$ cat config.mk
export PLATFORM = sky130hd
export DESIGN_NAME = gyro_bias_calibrator
export DESIGN_NICKNAME = d
export VERILOG_FILES = /design/src/rtl/gyro_bias_calibrator.sv
export SDC_FILE = /design/constraint.sdc
export NUM_CORES = 1
export LEC_CHECK = 0
export CAP_MARGIN = 10
export CORE_MARGIN = 2
export CORE_UTILIZATION = 62
export DETAILED_ROUTE_END_ITERATION = 12
export PLACE_DENSITY = 0.87
export SLEW_MARGIN = 20
export SYNTH_ARGS = -nofsm -noshare
export SYNTH_HDL_FRONTEND = slang
export SYNTH_SLANG_ARGS = --single-unit
$ cat constraint.sdc
create_clock -name clk_in -period 9.4 [get_ports clk_in]
set_clock_uncertainty 0.15 [all_clocks]
set_input_delay 0.94 -clock clk_in [delete_from_list [all_inputs] [get_ports clk_in]]
set_output_delay 0.94 -clock clk_in [all_outputs]
set_load 0.02 [all_outputs]
$ cat src/rtl/gyro_bias_calibrator.sv
// ============================================================================
// Module   : gyro_bias_calibrator
// Purpose  : Averages 2^LOG2_SAMPLES samples per channel into a zero-rate bias,
//            then streams saturated (sample - bias) with one cycle of latency.
// Revision : 1.0
// ============================================================================
`default_nettype none

module gyro_bias_calibrator #(
    parameter int CHANNELS     = 3,
    parameter int DATA_WIDTH   = 16,
    parameter int LOG2_SAMPLES = 10
) (
    input  logic                           clk_in,
    input  logic                           rst_in,
    input  logic                           cal_start_in,
    input  logic                           sample_valid_in,
    input  logic [CHANNELS*DATA_WIDTH-1:0] sample_in,
    output logic [CHANNELS*DATA_WIDTH-1:0] corrected_out,
    output logic                           corrected_valid_out,
    output logic [CHANNELS*DATA_WIDTH-1:0] bias_out,
    output logic                           busy_out,
    output logic                           cal_done_out
);

    localparam int ACC_W = DATA_WIDTH + LOG2_SAMPLES;
    localparam int CNT_W = LOG2_SAMPLES + 1;
    localparam logic [CNT_W-1:0] c_cnt_last = {1'b0, {LOG2_SAMPLES{1'b1}}};

    typedef enum logic [1:0] {
        S_IDLE   = 2'd0,
        S_ACCUM  = 2'd1,
        S_DIVIDE = 2'd2,
        S_CAL    = 2'd3
    } state_t;

    state_t                        r_state;
    logic                          r_cal_d;
    logic                          r_busy;
    logic                          r_done;
    logic                          r_cvalid;
    logic [CNT_W-1:0]              r_cnt;
    logic signed [ACC_W-1:0]       r_acc  [CHANNELS];
    logic signed [DATA_WIDTH-1:0]  r_bias [CHANNELS];
    logic signed [DATA_WIDTH-1:0]  r_corr [CHANNELS];

    logic                          w_start;
    logic signed [DATA_WIDTH-1:0]  w_samp [CHANNELS];
    logic signed [DATA_WIDTH:0]    w_diff [CHANNELS];
    logic signed [DATA_WIDTH-1:0]  w_sat  [CHANNELS];

    assign w_start = cal_start_in & ~r_cal_d;

    generate
        for (genvar k = 0; k < CHANNELS; k++) begin : g_ch
            assign w_samp[k] = $signed(sample_in[k*DATA_WIDTH +: DATA_WIDTH]);
            assign w_diff[k] = {w_samp[k][DATA_WIDTH-1], w_samp[k]}
                             - {r_bias[k][DATA_WIDTH-1], r_bias[k]};
            // Top two bits disagree only when the difference left the output range
            assign w_sat[k]  = (w_diff[k][DATA_WIDTH] != w_diff[k][DATA_WIDTH-1])
                             ? (w_diff[k][DATA_WIDTH] ? {1'b1, {(DATA_WIDTH-1){1'b0}}}
                                                      : {1'b0, {(DATA_WIDTH-1){1'b1}}})
                             : w_diff[k][DATA_WIDTH-1:0];
            assign corrected_out[k*DATA_WIDTH +: DATA_WIDTH] = r_corr[k];
            assign bias_out[k*DATA_WIDTH +: DATA_WIDTH]      = r_bias[k];
        end
    endgenerate

    assign corrected_valid_out = r_cvalid;
    assign busy_out            = r_busy;
    assign cal_done_out        = r_done;

    always_ff @(posedge clk_in or posedge rst_in) begin
        if (rst_in) begin
            r_state  <= S_IDLE;
            r_cal_d  <= 1'b0;
            r_busy   <= 1'b0;
            r_done   <= 1'b0;
            r_cvalid <= 1'b0;
            r_cnt    <= '0;
            for (int k = 0; k < CHANNELS; k++) begin
                r_acc[k]  <= '0;
                r_bias[k] <= '0;
                r_corr[k] <= '0;
            end
        end else begin
            r_cal_d  <= cal_start_in;
            r_cvalid <= sample_valid_in;
            if (sample_valid_in) begin
                for (int k = 0; k < CHANNELS; k++) r_corr[k] <= w_sat[k];
            end

            case (r_state)
                S_IDLE, S_CAL: begin
                    // Old bias stays applied while a recalibration accumulates
                    if (w_start) begin
                        r_state <= S_ACCUM;
                        r_busy  <= 1'b1;
                        r_done  <= 1'b0;
                        r_cnt   <= '0;
                        for (int k = 0; k < CHANNELS; k++) r_acc[k] <= '0;
                    end
                end
                S_ACCUM: begin
                    if (w_start) begin
                        r_cnt <= '0;
                        for (int k = 0; k < CHANNELS; k++) r_acc[k] <= '0;
                    end else if (sample_valid_in) begin
                        for (int k = 0; k < CHANNELS; k++)
                            r_acc[k] <= r_acc[k] + ACC_W'(w_samp[k]);
                        r_cnt <= r_cnt + 1'b1;
                        if (r_cnt == c_cnt_last) r_state <= S_DIVIDE;
                    end
                end
                S_DIVIDE: begin
                    for (int k = 0; k < CHANNELS; k++)
                        r_bias[k] <= DATA_WIDTH'(r_acc[k] >>> LOG2_SAMPLES);
                    r_state <= S_CAL;
                    r_busy  <= 1'b0;
                    r_done  <= 1'b1;
                end
                default: r_state <= S_IDLE;
            endcase
        end
    end

endmodule

`default_nettype wire
==> impl.org <==
** Synthesis
- Part of the Yosys area used for sequential elements :: between 30% and 40%
- In the synthesized netlist the async set-or-reset flop fraction comes to 100%.
- Share of the synthesized area in the top cell type :: 35.4%
- Counting every instance in the synthesized netlist gives about 1,600.
- Unique cell type count in the Yosys netlist :: 87
- Seq cells post-synth :: 191
- The synthesized design spends more area on one cell type than any other, namely dfrtp_1.
- Total standard cell area after synthesis :: ~13,000 µm²
- Cells taking the most area after synthesis :: dfrtp_1 (35%), ha_1 (12%), o21ai_0 (6.2%), a21oi_1 (4.7%), nand2_1 (4.6%)
- The synthesized design contains 0 enable-type register cells.
- In this run the mean area of a mapped cell was approximately 8.6 µm².
- Synthesis produced a netlist with a net count of 1,745.
- Predominant post-synthesis flop cell :: dfrtp_1
- For this run, the number of Yosys warnings is 0.

** GRT
- For this run the aggregate overflow at the end of global routing stands at 0.
- The number of antenna violations at the first check in global routing is 0.
- Global-route wire length before repair :: around 55 mm
- The via count of the first global-routing pass was approximately 11,000.
- Overall global routing resource usage :: between 20% and 30%
- Entering global routing, the biggest net connects about 150 pins.

** STA
- Peak clock frequency supported by timing :: ~240 MHz
- Setup repair after global routing missed its margin :: no
- Worst-Margin Slew :: just under 1 ns
- Worst slew margin relative to its limit :: approximately 35%
- The max-slew violation count was 0.
- Shortest period the worst path allows :: just over 4 ns
- After routing, the total negative slack on setup checks comes to 0 ns.
- The worst path uses about 44% of the clock period.
- Setup violations remaining at the end of the flow were counted as 0.
- Hold Vio Cnt, Final :: 0

** Min path
- Hold EP :: r_acc[54]
- Hold_sp :: r_acc[54]
- Hold WC Path Type :: flop to flop
- The worst hold path passes through 2 cells.

** Setup path
- Kind of cell adding the most delay to the critical path :: compound AO/OA/AOI/OAI gates
- Top fanout value on the critical path :: 17
- At the worst endpoint, the required time is slightly below 10 ns.
- The worst register-to-register path ends at r_acc[25].
- The critical path starts at sample_in[0].
- Critical path capture point type :: flop
- The slowest stage of the critical path is the o21ai_1 cell.
- Slowest cell delay on critical path :: about 0.8 ns
- Depth of the worst register-to-register path :: 10
- The critical path is of the input port to flop type.
- The worst register-to-register path begins at r_state[0].
- Arrival time of the worst setup path :: about 4.4 ns
- STA classifies the critical path startpoint as an input port.
- The critical path contains buffers and inverters numbering 3 combined.
- Crit path top cell by count :: a21oi_1
- Walking the worst path, the cells encountered are clkdlybuf4s50_1 > inv_1 > ha_1 > inv_1 > fa_1 > a21oi_1 > nand4b_1 > and3_1 > o41ai_1 > a21oi_1 > o21ai_1 > nand2_1 > a21oi_1 > mux2_2.
- Across all register-to-register paths, the minimum setup slack is slightly below 6 ns.

** Clock network
- Hold buffers post-CTS :: 0
- The root buffer cell chosen for the clock tree is clkbuf_16.
- CTS built an H-tree with a depth of 4.
- After clock tree synthesis, the clock-pin slew on the worst setup and hold paths is 0.07 ns.
- Count of cells resized by post-cts repair :: 0
- The number of clock buffers added by TritonCTS is 17.
- The clock passes through at most 2 buffers.
- TritonCTS Sinks :: ~190
- TritonCTS clock tree :: done
- The number of setup buffers added after CTS is 0.
- Clk Latency, worst-skew pair :: 0.45 ns

** Die
- Ports :: approximately 150
- Initial core utilization :: between 60% and 70%
- The floorplan has 53 rows.
- Vertical extent of the die :: about 150 µm
- Core Region :: around 21,000 µm²
- The die covers 22,900 µm².
- Die Width :: about 150 µm

** Final layout
- Commonest non-fill, non-tap cell in the layout :: dfrtp_1
- Compared with the post-synthesis result, the final layout area differs by 17.2%.
- Final layout net count :: between 1,500 and 2,000
- The post-route netlist has under 10% of its cells at a drive strength greater than 1.
- Post-layout instance count excluding filler cells :: 1,968
- In the layout the commonest cells are dfrtp_1 (191), o21ai_0 (168), nand2_1 (165).
- Diode insertion count for antenna repair :: 0
- The layout has roughly 1,500 filler cells.

** Run status
- Run status :: complete, no violations

** Pwr
- Maximum vdd drop :: between 0.15 and 0.2 mV
- Overall power after layout :: 5510 µW
- For this design the static power due to leakage is slightly above 0.007 µW.
- Power density relative to cell area :: 349 nW/µm²

** Placed design
- Once placement completed, the tool counted placed cells totaling approximately 1,900.
- HPWL reported at the end of detailed placement :: 25.0 mm
- Port buffering added 150 buffers.
- Routability-driven placement finished with a final weighted congestion of roughly 0.93.

** Detailed routing
- Routed WL per cell :: 17.4 µm
- Wires add up to about 34 mm.
- For this block, the via count after detailed routing is 12,000.
- Number of nets with antenna violations after routing :: 0
- After detailed routing, the number of remaining DRC violations is 0.
- The detailed router finished its first iteration with 895 violations.
- Before antenna repair, the detailed router went through 5 iterations.
- Via density :: just over 6

** Run
- MaxCap Viol Count :: 0
-- cell usage after synthesis (all sizes together), types with 8 or more instances --
library cell	count
o21ai	192
dfrtp	191
nand2	166
a21oi	129
ha	127
inv	123
nor2	91
xnor2	55
a21o	49
clkbuf	49
xor2	42
o22ai	37
nand3	26
nand2b	20
and3	17
nor2b	17
o21a	16
o21bai	16
o211ai	15
nor3	12
a211oi	11
a22o	11
nand4	11
buf	9
o31ai	9
a31oi	8
-- metrics by stage --
stage | setup slack [ns] | area, µm² | hold WS [ns] | util [%]
finish | 5.26 | 15800 | 0.339 | 74.7
floorplan | 3.11 | 13500 | 0.297 | -
global placement | 5.02 | 15200 | 0.317 | 71.8
CTS | 5.29 | 15800 | 0.339 | 74.7
detailed placement | 4.83 | 15200 | 0.325 | 71.8
global route | 5.06 | 15800 | 0.367 | 74.7
-- power by group --
group          switching (µW)  internal (µW)
Clock                     345            425
Sequential                253           1170
Combinational            1920           1410
-- tightest hold or removal path, stage by stage (launching register included) --
cell     delay (ns)
dfrtp_1        0.35
nand2_1        0.05
o41ai_1        0.05
-- per-layer routing --
layer / share of wire (%) / vias to the layer above / track usage [%]
met4: 2.4 / 0 / 9.68
met3: 6.4 / 77 / 4.88
met5: 0 / - / 0
met1: 44 / 5714 / 40.8
li1: - / 5805 / -
met2: 47 / 446 / 49.1
-- cell type report --
class | instances | area (µm²) | share of cell area, %
clock buffers | 19 | 433 | 2.74
clock inverters | 13 | 176 | 1.12
inverters | 123 | 474 | 3.00
multi-input cells | 1188 | 8030 | 50.8
flip-flops and latches | 191 | 4780 | 30.2
well taps | 275 | 344 | 2.18
repair buffers | 159 | 1560 | 9.90
-- cell families after synthesis --
family	count (synthesis)	synth area share, %
muxes	8	0.659
xor gates and xnor gates	97	6.35
AOI/OAI and AO/OA	552	26.0
adders and majority gates	135	12.8
DFF	191	35.4
buffers and inverters	181	5.15
and+or+nand+nor	396	13.5
-- how the worst max path moves through the flow --
stage	to	slack, ns	cells after the start
CTS	corrected_out[3]	5.29	14
detailed placement	corrected_out[3]	4.83	14
floorplan	bias_out[0]	3.11	1
global placement	r_acc[48]	5.02	12
finish	corrected_out[3]	5.26	14
global route	corrected_out[3]	5.06	14
-- sequential cells by signal, indices dropped and copies added, names as in the netlist --
| register | count |
|---|---|
| r_acc | 78 |
| bias_out | 48 |
| corrected_out | 48 |
| r_cnt | 11 |
| r_state | 2 |
| busy_out | 1 |
| cal_done_out | 1 |
| corrected_valid_out | 1 |
| r_cal_d | 1 |
(Power assumes the default switching activity.)
